$ cat config.mk
export PLATFORM = sky130hd
export DESIGN_NAME = ff_reg_rr_arbiter
export DESIGN_NICKNAME = d
export VERILOG_FILES = /design/src/rtl/ff_reg_rr_arbiter.sv
export SDC_FILE = /design/constraint.sdc
export NUM_CORES = 1
export LEC_CHECK = 0
export ABC_AREA = 1
export BUFFER_PORTS_ARGS = -buffer_cell sky130_fd_sc_hd__buf_2
export CAP_MARGIN = 20
export CORE_UTILIZATION = 45
export CTS_CLUSTER_SIZE = 12
export DETAILED_ROUTE_END_ITERATION = 12
export PLACE_DENSITY_LB_ADDON = 0.05
export SLEW_MARGIN = 5
export SYNTH_ARGS = -nofsm -noshare
export SYNTH_HDL_FRONTEND = slang
export SYNTH_SLANG_ARGS = --single-unit
$ cat constraint.sdc
create_clock -name clk -period 1.55 [get_ports clk]
set_input_delay 0.0775 -clock clk [delete_from_list [all_inputs] [get_ports clk]]
set_output_delay 0.0775 -clock clk [all_outputs]
set_load 0.01 [all_outputs]
$ cat src/rtl/ff_reg_rr_arbiter.sv
// ff_reg_rr_arbiter: round-robin write sequencer for one shared register with post-write hold
module ff_reg_rr_arbiter #(
    parameter int NUM_REQ     = 4,
    parameter int DATA_WIDTH  = 8,
    parameter int HOLD_CYCLES = 2
) (
    input  logic                          clk,
    input  logic                          reset_al_in,
    input  logic [NUM_REQ-1:0]            req_in,
    input  logic [NUM_REQ*DATA_WIDTH-1:0] wdata_in,
    output logic [NUM_REQ-1:0]            gnt_out,
    output logic [DATA_WIDTH-1:0]         q_out,
    output logic                          upd_out,
    output logic                          busy_out
);
    localparam int PW = $clog2(NUM_REQ);
    localparam logic [1:0] IDLE = 2'd0;
    localparam logic [1:0] GNT  = 2'd1;
    localparam logic [1:0] HOLD = 2'd2;
    logic [1:0]    state;
    logic [PW-1:0] ptr;
    logic [PW-1:0] win;
    logic [PW-1:0] sel;
    logic [3:0]    cnt;
    logic          found;
    assign busy_out = (state == GNT) || (state == HOLD);
    // scan from ptr upward with wrap; walking offsets downward lets the nearest requester win last
    always_comb begin
        found = 1'b0;
        sel   = '0;
        for (int k = NUM_REQ - 1; k >= 0; k--) begin
            if (req_in[(int'(ptr) + k) % NUM_REQ]) begin
                found = 1'b1;
                sel   = PW'((int'(ptr) + k) % NUM_REQ);
            end
        end
    end
    // grant, write-or-abort, then hold q_out stable before re-arbitrating
    always_ff @(posedge clk or negedge reset_al_in) begin
        if (!reset_al_in) begin
            state   <= IDLE;
            ptr     <= '0;
            win     <= '0;
            cnt     <= '0;
            gnt_out <= '0;
            q_out   <= '0;
            upd_out <= 1'b0;
        end else begin
            upd_out <= 1'b0;
            case (state)
                IDLE: begin
                    if (found) begin
                        gnt_out <= NUM_REQ'(1) << sel;
                        win     <= sel;
                        state   <= GNT;
                    end
                end
                GNT: begin
                    gnt_out <= '0;
                    if (req_in[win]) begin
                        q_out   <= wdata_in[int'(win)*DATA_WIDTH +: DATA_WIDTH];
                        upd_out <= 1'b1;
                        ptr     <= (int'(win) == NUM_REQ - 1) ? '0 : win + 1'b1;
                        if (HOLD_CYCLES > 0) begin
                            state <= HOLD;
                            cnt   <= 4'(HOLD_CYCLES);
                        end else begin
                            state <= IDLE;
                        end
                    end else begin
                        state <= IDLE;
                    end
                end
                HOLD: begin
                    cnt <= cnt - 4'd1;
                    if (cnt <= 4'd1) state <= IDLE;
                end
                default: state <= IDLE;
            endcase
        end
    end
endmodule
==> impl_metrics.yaml, run 1 <==
hold_path:
  hold_path_class: "primary input to flop"
  worstHoldStart: "wdata_in[11]"
  min_path_cells: 3
  min_delay_worst_endpoint: "q_out[3]"
drt:
  drtIter0Drc: 31
  antenna_left: 0
  wl_um: 3690
  routed_via_density: 4.90
  drc: 0
  firstDrtPassIters: 4
  post_drt_wl_per_cell_um: 11.6
  vias: 1557
power_and_ir_drop:
  power.switching_mw: 2.18
  combPwrFrac_pct: 68.4
  power_leakage_nw: 1.08
  peakVddDrop_v: 0.000814
  seqPwrFrac_pct: 25.1
  p_clk_share_pct: 6.6
  switching_share_pct: 51.3
  power.internal_mw: 2.07
  p_per_area_mw_per_mm2: 2070
clocking:
  insertion_delay_ns: 0.31
  root_buffer: "clkbuf_4"
  cts_tree: "built"
  clock_path_buffers: 2
  h-tree-depth: 1
  cts_buffers: 3
  clk_pin_slew_ns: 0.13
  cts.sinks: 23
setup_path:
  critical_path_class: "flop to flop"
  cp-start-kind: "flop"
  r2r_start: "ptr[1]"
  r2r_cells: 11
  reg2reg_slack_ns: 0.02
  critical_path_arrival_ns: 1.79
  cp_max_fo: 5
  worstSetupEndpointType: "flop"
  r2r_end: "gnt_out[3]"
  cp.required_ns: 1.81
global_route:
  antenna_found_initial: 0
  grt_pass1_vias: 1350
  grt_usage_pct: 20.2
  grt_overflow: 0
  grt_pass1_wl_um: 5580
  grt_max_degree: 24
sta:
  fin_ws_ns: 0.0222
  max_freq_ghz: 0.655
  worst_pin_slew_ns: 0.528
  period_share_pct: 98.6
  tns_ns: 0
  finalHoldWorstSlack_ns: 0.0773
  finClkSkew_ns: 0.00129
  slew_viol_final: 0
  rsz0062_at_grt: "true"
  period_needed_ns: 1.53
  relSlewSlack_pct: 64.8
  setup_viol: 0
  hold_viol: 0
yosys:
  synth_nets: 259
  netlist_area_sq_mm: 0.00155
  yosysUniqueCellTypes: 23
  synthTopCellsByArea: "dfrtp_1, nand2_1, nor2_1"
  yosysSeqAreaShare_pct: 37.2
  synth_top_area_share_pct: 37.2
  ys.warnings.count: 0
  syn_inst: 215
  synth_area_leader_cell: "dfrtp_1"
  avgSynthCellArea_sq_um: 7.20
  ys_ff_latch: 23
place:
  routabilityCongestion: 0.778
  dpl.cell_count: 308
  pre_cts_ws_ns: 0.00905
  port_buffers: 51
  post-dp-hpwl_um: 2560
die:
  die_x_um: 60.7
  start_util_pct: 49.1
  rows: 20
  die-area_sq_mm: 0.00368
  die_h_um: 60.7
  io_pins: 52
  core_sq_mm: 0.00315
layout:
  synthToLayoutAreaGrowth_pct: 32.4
  mostFrequentLayoutCells: "buf_2, nor2_1, nand2_1, o21ai_0, dfrtp_1"
  fin_nets: 319
  final_cells: 318
  diodes: 0
  drive_gt1_share_pct: 40.5
  layout_commonest_cell: "buf_2"
outcome:
  status: "finished clean"
run:
  max_cap_viol_count: 0
stage by stage:
stage / util, % / area (sq um) / power, mW
2_1_floorplan: - / 1550 / 2.94
3_3_place_gp: 58.5 / 1840 / 3.47
3_5_place_dp: 58.5 / 1840 / 3.49
4_1_cts: 59.7 / 1880 / 3.79
5_1_grt: 65.0 / 2050 / 4.65
6_report: 65.0 / 2050 / 4.25
how the worst max path moves through the flow:
stage / startpoint / to / cells past startpoint
finish: ptr[1] / gnt_out[3] / 11
global route: ptr[1] / gnt_out[2] / 11
floorplan: ptr[0] / win[0] / 11
CTS: win[0] / cnt[2] / 8
detailed placement: ptr[0] / win[0] / 11
global placement: ptr[0] / win[0] / 11
logic make-up (layout without fill, tap and decap cells):
logic type / Yosys count / after routing / synth area share, %
and+or+nand+nor: 119 / 119 / 33.8
adders and majority gates: 6 / 6 / 4.85
AOI/OAI and AO/OA: 42 / 42 / 16.0
DFF: 23 / 23 / 37.2
buffers and inverters: 25 / 84 / 8.24
cell usage after synthesis:
cell type	n
nand2_1	46
dfrtp_1	23
nand3_1	13
o31ai_1	2
buf_2	3
nand2_4	2
inv_8	1
nor2_1	45
nand3_2	1
nand2_2	7
inv_1	15
buf_6	3
nor2_2	2
a31oi_1	9
nor3_1	1
ha_1	6
nor2_4	2
o21ai_0	21
clkbuf_1	1
o21ai_2	5
inv_2	2
o211ai_1	1
a21oi_1	4
power groups by stage:
stage | clock network [mW] | logic (mW) | registers (mW)
global route | 0.314 | 3.23 | 1.11
CTS | 0.294 | 2.42 | 1.07
finish | 0.279 | 2.91 | 1.07
floorplan | 0 | 1.86 | 1.09
global placement | 0 | 2.40 | 1.07
detailed placement | 0 | 2.41 | 1.08
final cells by class:
type                            instances  area [sq um]
Clock inverter                          1          5.00
Sequential cell                        23           578
Clock buffer                            3          22.5
Fill cell                             322          1100
Timing Repair Buffer                   61           340
Timing Repair inverter                  1          7.51
Tap cell                               44          55.1
Inverter                               18          83.8
Multi-Input combinational cell        167           958
timing repair:
action	in CTS	in global routing
hold buffers	1	0
resized for setup	1	40
setup endpoints to repair	1	18
buffers inserted	0	4
hold endpoints to repair	23	0
pin swaps	0	17
gates cloned	0	1
registers in the layout, summed over array words and instances, names as in the netlist:
register,cells
gnt_out,4
win,2
upd_out,1
cnt,4
q_out,8
ptr,2
state,2
metal layers:
| metal | wire [um] | track usage [%] | vias up | part of all wire (%) |
|---|---|---|---|---|
| met2 | 1820 | 37.0 | 41 | 49 |
| met4 | 35 | 5.84 | 0 | 0.95 |
| met3 | 196 | 4.05 | 4 | 5.3 |
| met5 | 0 | 0 | - | 0 |
| li1 | - | - | 813 | - |
| met1 | 1630 | 24.0 | 699 | 44 |
critical path: stages (launching register included):
cell	delay [ns]
dfrtp_2	0.47
inv_2	0.13
nand2_1	0.11
nand2_4	0.11
nand2_4	0.06
nand2_1	0.08
nand3_1	0.08
nand2_1	0.07
nand2_1	0.11
inv_1	0.12
nand3_2	0.08
nand2_1	0.07
No activity file was read; power rests on OpenSTA's default activity.
==> inputs of run 2 (changes only) <==
- ABC_AREA: 1 -> 0
- SETUP_SLACK_MARGIN: not set -> 0.4
==> run 2 against run 1 <==
  * The run now ends with design-rule violations, negative setup slack left
  * Final cell count decreased by 33%
  * Critical endpoint is now q_out[0]
  * Non-clock buffer count increased by 4
  * Critical path type unchanged
  * Total power decreased by 12%
  * Largest cell class unchanged
==> impl_metrics.yaml, run 2 <==
drt:
  wl_um: 3210
  drtIter0Drc: 20
  drc: 4
  firstDrtPassIters: 7
  post_drt_wl_per_cell_um: 15.1
  routed_via_density: 5.43
  vias: 1157
  antenna_left: 0
sta:
  slew_viol_final: 0
  period_share_pct: 102
  hold_viol: 0
  relSlewSlack_pct: 65.1
  finalHoldWorstSlack_ns: 0.201
  worst_pin_slew_ns: 0.524
  max_freq_ghz: 0.635
  setup_viol: 10
  period_needed_ns: 1.57
  fin_ws_ns: -0.0246
  tns_ns: -0.177
  finClkSkew_ns: 0.00230
  rsz0062_at_grt: "true"
yosys:
  avgSynthCellArea_sq_um: 11.6
  ys.warnings.count: 0
  ys_ff_latch: 23
  netlist_area_sq_mm: 0.00136
  synth_area_leader_cell: "dfrtp_1"
  synthTopCellsByArea: "dfrtp_1, mux4_2, ha_1"
  synth.most_common_cell: "dfrtp_1"
  yosysUniqueCellTypes: 33
  synth_nets: 161
  synth_top_area_share_pct: 42.3
  synth_common_cells: "dfrtp_1, o21ai_0, mux4_2, nor2_1"
  syn_inst: 117
  synth_ff_type: "dfrtp_1"
  synth-edff-count: 0
  yosysSeqAreaShare_pct: 42.3
  async_flop_share_pct: 100
layout:
  drive_gt1_share_pct: 63.7
  fin_util_pct: 70.9
  largest_reg_flops: 8
  synthToLayoutAreaGrowth_pct: 46.3
  seq_area_sq_um: 578
  fin_nets: 227
  top_register: "q_out"
  final_cells: 213
  diodes: 0
  layout_commonest_cell: "buf_2"
  multi_input_area_sq_um: 931
  largestRegisters: "q_out x8, cnt x4, gnt_out x4"
  fin_area_sq_mm: 0.00199
  nFillCells: 229
  mostFrequentLayoutCells: "buf_2, dfrtp_1, buf_4, mux4_2, mux2_4"
die:
  die-area_sq_mm: 0.00325
  rows: 19
  die_h_um: 57.0
  start_util_pct: 48.5
  io_pins: 52
  die_x_um: 57.0
  core_sq_mm: 0.00281
global_route:
  met3_usage_pct: 2.27
  antenna_found_initial: 0
  grt_max_degree: 24
  use_met1_pct: 28.3
  grt_use_met2_pct: 39.7
  busiest_layer: "met2"
  grt_pass1_vias: 1204
  grt_overflow: 0
  grt_pass1_wl_um: 5510
  grt_usage_pct: 22.2
clocking:
  insertion_delay_ns: 0.31
  clk_pin_slew_ns: 0.13
  clock_path_buffers: 2
  cts.sinks: 23
  cts_tree: "built"
  cts_buffers: 3
  h-tree-depth: 1
  root_buffer: "clkbuf_4"
setup_path:
  critical_path_arrival_ns: 1.79
  cp_max_fo: 13
  endpoint: "q_out[0]"
  cp-start-kind: "flop"
  critical_path_class: "flop to flop"
  worstSetupEndpointType: "flop"
  crit_path_start: "win[0]"
  r2r_start: "win[0]"
  r2r_cells: 3
  cp.required_ns: 1.76
  r2r_end: "q_out[0]"
  reg2reg_slack_ns: -0.02
outcome:
  status: "finished with violations"
  violations: "design-rule violations, negative setup slack"
power_and_ir_drop:
  seqPwrFrac_pct: 28.7
  p_clk_share_pct: 7.5
  peakVddDrop_v: 0.000957
  switching_share_pct: 39.7
  power.internal_mw: 2.26
  power_leakage_nw: 0.940
  p_per_area_mw_per_mm2: 1880
  combPwrFrac_pct: 63.8
  power.switching_mw: 1.48
place:
  placed_cell_area_sq_mm: 0.00171
  port_buffers: 51
  dpl.cell_count: 200
  routabilityCongestion: 0.730
  post-dp-hpwl_um: 2290
hold_path:
  hold_path_class: "primary input to flop"
run:
  max_cap_viol_count: 0
-- run 2: cell count changes after synthesis, moves of 9 or more --
cell	change
nand3_1	-13
a31oi_1	-9
nand2_1	-38
o21ai_0	-11
mux4_2	+9
nor2_1	-36
-- run 2: how the worst min path moves through the flow --
stage               slack [ns]       end  cells past startpoint         start
floorplan                -0.22    cnt[0]                      0   reset_al_in
global route              0.19  q_out[2]                      3  wdata_in[26]
finish                    0.20  q_out[2]                      3  wdata_in[26]
CTS                       0.20  q_out[2]                      3  wdata_in[18]
global placement          0.08    cnt[2]                      1   reset_al_in
detailed placement        0.08    cnt[2]                      1   reset_al_in
-- run 2: per-stage QoR --
step	total power, mW	setup WS (ns)
2_1_floorplan	2.38	-0.0443
3_3_place_gp	2.80	-0.0238
3_5_place_dp	2.85	-0.0550
4_1_cts	3.64	-0.0484
5_1_grt	4.02	-0.0811
6_report	3.74	-0.0246
-- run 2: logic make-up (layout without fill, tap and decap cells) --
family,after synthesis,count (layout),share of synthesized area [%]
compound gates,29,29,14.0
fa+ha+maj,6,6,5.52
buf+inv,12,77,4.23
flops,23,23,42.3
mux,20,20,23.8
simple gates,27,27,10.1
-- run 2: final cells by class --
cell class / instances / share of cell area (%)
Inverter: 8 / 1.76
Clock buffer: 4 / 1.32
Tap cell: 31 / 1.95
Sequential cell: 23 / 29.1
Multi-Input combinational cell: 82 / 46.8
Timing Repair Buffer: 65 / 19.1
-- run 2: critical path: stages, from the launching register on --
cell     delay [ns]
dfrtp_1        0.39
mux4_2         0.60
nand2_8        0.17
mux2_4         0.31
-- run 2: routing by layer --
layer | vias up | routed length [um]
met5 | - | 0
met4 | 0 | 36
met3 | 4 | 88
met2 | 26 | 1680
met1 | 561 | 1400
li1 | 566 | -
-- run 2: power groups by stage --
stage / logic (mW) / clock network, mW / registers (mW)
final: 2.39 / 0.282 / 1.07
after detailed placement: 1.78 / 0 / 1.07
after floorplan: 1.26 / 0 / 1.12
after global routing: 2.59 / 0.325 / 1.11
after CTS: 2.28 / 0.290 / 1.07
after global placement: 1.74 / 0 / 1.05
-- run 2: what timing repair did --
action	in CTS	in global routing
gates resized for setup	38	10
hold buffers	1	0
endpoints found under the setup margin	24	24
pin swaps	7	0
hold endpoints to repair	23	0
setup buffers	6	2
